File: src/rtl/spike_rate_decoder.sv
// spike_rate_decoder: counts spikes per channel over a window, then scans the counts
// one channel per cycle to publish argmax, its count and a tie flag.
module spike_rate_decoder #(
  parameter int CHANNELS = 8,
  parameter int CNT_W = 8,
  parameter int WIN_W = 8,
  localparam int IDX_W = $clog2(CHANNELS)
) (
  input  logic                clk,
  input  logic                rst_n,
  input  logic                en,
  input  logic                clear,
  input  logic [CHANNELS-1:0] spikes_in,
  input  logic [WIN_W-1:0]    window_len,
  output logic                busy,
  output logic                done,
  output logic [IDX_W-1:0]    winner_idx,
  output logic [CNT_W-1:0]    winner_cnt,
  output logic                tie,
  input  logic [IDX_W-1:0]    sel,
  output logic [CNT_W-1:0]    sel_cnt
);
  typedef enum logic [1:0] {IDLE, COUNT, COMPARE, DONE} state_t;
  state_t state_q, state_d;
  logic [WIN_W-1:0] win_rem;
  logic [IDX_W-1:0] k, bidx, nxt_idx;
  logic [CNT_W-1:0] cnt [CHANNELS];
  logic [CNT_W-1:0] lat [CHANNELS];
  logic [CNT_W-1:0] best, cur, nxt_best;
  logic tie_q, nxt_tie, take, last;
  assign busy = state_q == COUNT || state_q == COMPARE;
  assign done = state_q == DONE;
  assign sel_cnt = lat[sel];
  assign cur = cnt[k];
  assign last = k == IDX_W'(CHANNELS - 1);
  // index 0 seeds the scan; a strictly larger count takes over, an equal one flags a tie
  assign take = k == '0 || cur > best;
  assign nxt_best = take ? cur : best;
  assign nxt_idx = take ? k : bidx;
  assign nxt_tie = !take && (cur == best || tie_q);
  always_comb begin
    state_d = state_q;
    unique case (state_q)
      IDLE, DONE: state_d = en ? (window_len == '0 ? COMPARE : COUNT) : IDLE;
      COUNT:      state_d = !en ? IDLE : (win_rem == WIN_W'(1) ? COMPARE : COUNT);
      COMPARE:    state_d = last ? DONE : COMPARE;
    endcase
    if (clear) state_d = IDLE;
  end
  always_ff @(posedge clk or negedge rst_n) begin
    if (!rst_n) begin
      state_q <= IDLE;
      win_rem <= '0;
      k <= '0;
      best <= '0;
      bidx <= '0;
      tie_q <= 1'b0;
      winner_idx <= '0;
      winner_cnt <= '0;
      tie <= 1'b0;
      for (int c = 0; c < CHANNELS; c++) begin
        cnt[c] <= '0;
        lat[c] <= '0;
      end
    end else begin
      state_q <= state_d;
      if (clear) begin
        winner_idx <= '0;
        winner_cnt <= '0;
        tie <= 1'b0;
        for (int c = 0; c < CHANNELS; c++) begin
          cnt[c] <= '0;
          lat[c] <= '0;
        end
      end else begin
        unique case (state_q)
          IDLE, DONE: if (en) begin
            win_rem <= window_len;
            k <= '0;
            for (int c = 0; c < CHANNELS; c++) cnt[c] <= '0;
          end
          COUNT: begin
            win_rem <= win_rem - WIN_W'(1);
            for (int c = 0; c < CHANNELS; c++)
              if (!en) cnt[c] <= '0;
              else if (spikes_in[c] && ~&cnt[c]) cnt[c] <= cnt[c] + CNT_W'(1);
          end
          COMPARE: begin
            k <= k + IDX_W'(1);
            best <= nxt_best;
            bidx <= nxt_idx;
            tie_q <= nxt_tie;
            if (last) begin
              winner_idx <= nxt_idx;
              winner_cnt <= nxt_best;
              tie <= nxt_tie;
              for (int c = 0; c < CHANNELS; c++) lat[c] <= cnt[c];
            end
          end
        endcase
      end
    end
  end
endmodule

File: config.mk
export PLATFORM = sky130hd
export DESIGN_NAME = spike_rate_decoder
export DESIGN_NICKNAME = d
export VERILOG_FILES = /design/src/rtl/spike_rate_decoder.sv
export SDC_FILE = /design/constraint.sdc
export NUM_CORES = 1
export LEC_CHECK = 0
export CORE_UTILIZATION = 55
export CTS_BUF_LIST = sky130_fd_sc_hd__clkbuf_4 sky130_fd_sc_hd__clkbuf_8
export DETAILED_ROUTE_END_ITERATION = 10
export GPL_ROUTABILITY_DRIVEN = 1
export MAX_ROUTING_LAYER = met4
export PLACE_DENSITY_LB_ADDON = 0.2
export SLEW_MARGIN = 0
export SYNTH_ARGS = -nofsm -noshare
export SYNTH_HDL_FRONTEND = slang
export SYNTH_SLANG_ARGS = --single-unit
File: constraint.sdc
create_clock -name clk -period 2.9 [get_ports clk]
set_clock_uncertainty 0.15 [all_clocks]
set_input_delay 0.58 -clock clk [delete_from_list [all_inputs] [get_ports clk]]
set_output_delay 0.58 -clock clk [all_outputs]
set_load 0.1 [all_outputs]
==> metrics <==
Switching Share 29.77%; area grow syn2layout 29.81%; hpwl dp approximately 18000 um; period utilisation layout 109.9%; total power draw between 5000 and 6000 uW; Netlist cell types 61; largest net degree at the start of global routing 68; Worst-Margin Slew between 1000 and 1500 ps; Crit path largest cell delay 500 ps; Power Dens Cells 479.6 nW/um^2; Core Util, Final 74.03%; slowest CP cell mux4_2; most frequent cell after synthesis nand2_1; top cells by count, synth nand2_1, dfrtp_1, a21oi_1; Slew HR about an eighth; final-report setup violation count 24; WL per Instance about 22 um; Worst Setup End Kind flop; first-pass GRT wire length 43340 um; final hold violations 0; Yosys reg bits 165; Main synth FF type dfrtp_1; Mapped Area approximately 9000 um^2; post-synth top area cell dfrtp_1; delay-heaviest family, CP multiplexers; failing checks setup timing; WL final 29260 um; number of global-route vias before repair 7972; Yosys top cell area share a little under half; clock sinks between 150 and 200; DR pass1 iterations 5; largest cells by area after synthesis dfrtp_1, nand2_1, mux4_2; maximum vdd drop 0.0002908 V; die height 131.0 um; I/O pin total 45; HP Class primary input to flop; Slew Viols, Final 0; Flop pwr share 43.5%; 1st-iter DRT viols 1188; worst setup margin -287.3 ps; Post-Syn Instances 967; syn_nets 1014; Setup crit start kind flop; die footprint ~17000 um^2; net switching power 1697 uW; Int Power 4004 uW; drt drc 0; clock share of power 35.3%; min Tclk post-route 3187 ps; critical path class flop to flop; syn avg cell area about 9.5 um^2; RSZ-0062 raised after global routing true; core box area roughly 16000 um^2; CTS max path bufs 2; Detail Route Antenna Nets 0; Critical Path Fanout Max 7; required time worst endpoint 3100 ps; floorplan die width 131.0 um; f_max between 300 and 400 MHz; Clock Root Buffer clkbuf_8; Port-buffer cells 44; GP Congestion 0.8734; Initial Utilization between 50 and 60%; Setup TNS -4213 ps; Clock Pin Slew Worst Setup and Hold Paths 90 ps; proportion of layout cells with a drive suffix above 1 29.76%; Clock Latency Late Sink 480 ps; Max-Cap Viols 0; CTS H-tree depth 4; EDFF count, synth 0; initial antenna violation count 1; vias per inst 6.471; CTS tree yes; crit path cell chain buf_12 -> buf_4 -> mux4_2 -> nand2_1 -> nand2_1 -> ha_4 -> nand4_4 -> nor2_4 -> buf_6 -> a21oi_4 -> o21ai_4 -> buf_6 -> mux2_4; Net count, final between 1000 and 1500; Post-synth ARST share between 90% and 100%; outcome finished, violations left; Gate power share 21.2%; Synthesis Warnings 0; All-Layer GR Usage 35.36%; crit path DAT 3390 ps; CTS Buf Count 17; sequential fraction of the synthesis area 45.09%; vias 8645; Core Rows 46; Buf+Inv Stages, Crit Path 4; GRT Residual Overflow 0; Pleak 0.005183 uW
[metrics by stage]
stage                     hold WS [ps]  cells  setup slack [ps]  cell area, um^2
after floorplan                  134.4    967             92.56             9158
after CTS                        251.1   1326            -40.84            11650
after global routing             264.3   1336            -342.2            11890
after global placement           313.8   1272            -200.3            10540
after detailed placement         327.4   1272            -309.0            10540
final                            255.4   1336            -287.3            11890
[worst paths after layout]
| path | start | end | slack [ps] | cells past startpoint |
|---|---|---|---|---|
| hold reg to reg | tie$_DFFE_PN0P_ | tie$_DFFE_PN0P_ | 350 | 2 |
| setup / recovery | k[1]$_DFFE_PN0P_ | best[7]$_DFFE_PN0P_ | -290 | 13 |
| min in group asynchronous | rst_n | winner_cnt[3]$_DFFE_PN0P_ | 530 | 2 |
| setup reg to reg | k[1]$_DFFE_PN0P_ | best[7]$_DFFE_PN0P_ | -290 | 13 |
| max in group asynchronous | rst_n | lat[44]$_DFFE_PN0P_ | 1300 | 3 |
| hold / removal | clear | state_q[0]$_DFF_PN0_ | 260 | 2 |
[power by group through the flow]
| stage | Clock (uW) | Sequential (uW) | Combinational (uW) |
|---|---|---|---|
| after floorplan | 0 | 2500 | 608 |
| after global placement | 0 | 2520 | 909 |
| after detailed placement | 0 | 2520 | 928 |
| after CTS | 2000 | 2470 | 1090 |
| after global routing | 2090 | 2500 | 1300 |
| final | 2010 | 2480 | 1210 |
[state kept, by name (all words and copies together), names as in the netlist, 2 cells and up]
| register | count |
|---|---|
| lat | 64 |
| state_q | 2 |
| cnt | 64 |
| best | 8 |
| bidx | 3 |
| win_rem | 8 |
| winner_cnt | 8 |
| winner_idx | 3 |
| k | 3 |
[timing repair]
| action | CTS | global route |
|---|---|---|
| hold buffers | 1 | 0 |
| gates cloned | 4 | 1 |
| gates resized for setup | 71 | 34 |
| endpoints found under the setup margin | 30 | 24 |
| buffers inserted | 17 | 9 |
| hold endpoints to repair | 21 | 0 |
| pin swaps | 31 | 27 |
[metal layers]
metal / wire length, um / global-route usage [%] / part of all wire [%]
met5: 0 / - / 0
met3: 2477 / 6.026 / 8.5
met2: 13620 / 51.91 / 47
met4: 1434 / 17.65 / 4.9
met1: 11730 / 47.56 / 40
[cell type report]
class / instances / area, um^2
well taps: 216 / 270.3
multi-input cells: 720 / 5146
fillers: 1096 / 4170
diodes: 1 / 2.502
clock inverters: 11 / 196.4
clock buffers: 21 / 282.8
inverters: 23 / 88.84
flip-flops and latches: 165 / 4131
repair buffers: 179 / 1769
[kinds of logic (layout without fill, tap and decap cells)]
family,Yosys count,after routing,synth area share [%]
AOI/OAI and AO/OA,295,295,19.06
adders and majority gates,24,24,3.279
buffers and inverters,83,234,4.222
DFF,165,165,45.09
muxes,62,62,11.50
other,0,1,0
and+or+nand+nor,338,339,16.85
[cell usage in the layout, fill, tap and decap left out, types with 8 or more instances in the layout]
master	Yosys	routed
nand2_1	223	207
dfrtp_1	165	163
buf_4	4	121
a21oi_1	124	118
o21ai_0	86	83
mux4_2	32	32
and3_1	23	23
inv_1	22	21
buf_12	0	21
clkbuf_8	0	20
clkdlybuf4s50_1	0	19
nor2_1	16	16
mux2_2	25	16
nand3_1	16	16
ha_1	24	16
o21ai_1	13	14
and2_1	12	11
nand2_2	0	11
buf_6	4	11
mux2_4	0	10
o31ai_1	14	9
a31oi_1	15	8
a22o_1	8	8
ha_4	0	8
(Power assumes the default switching activity.)
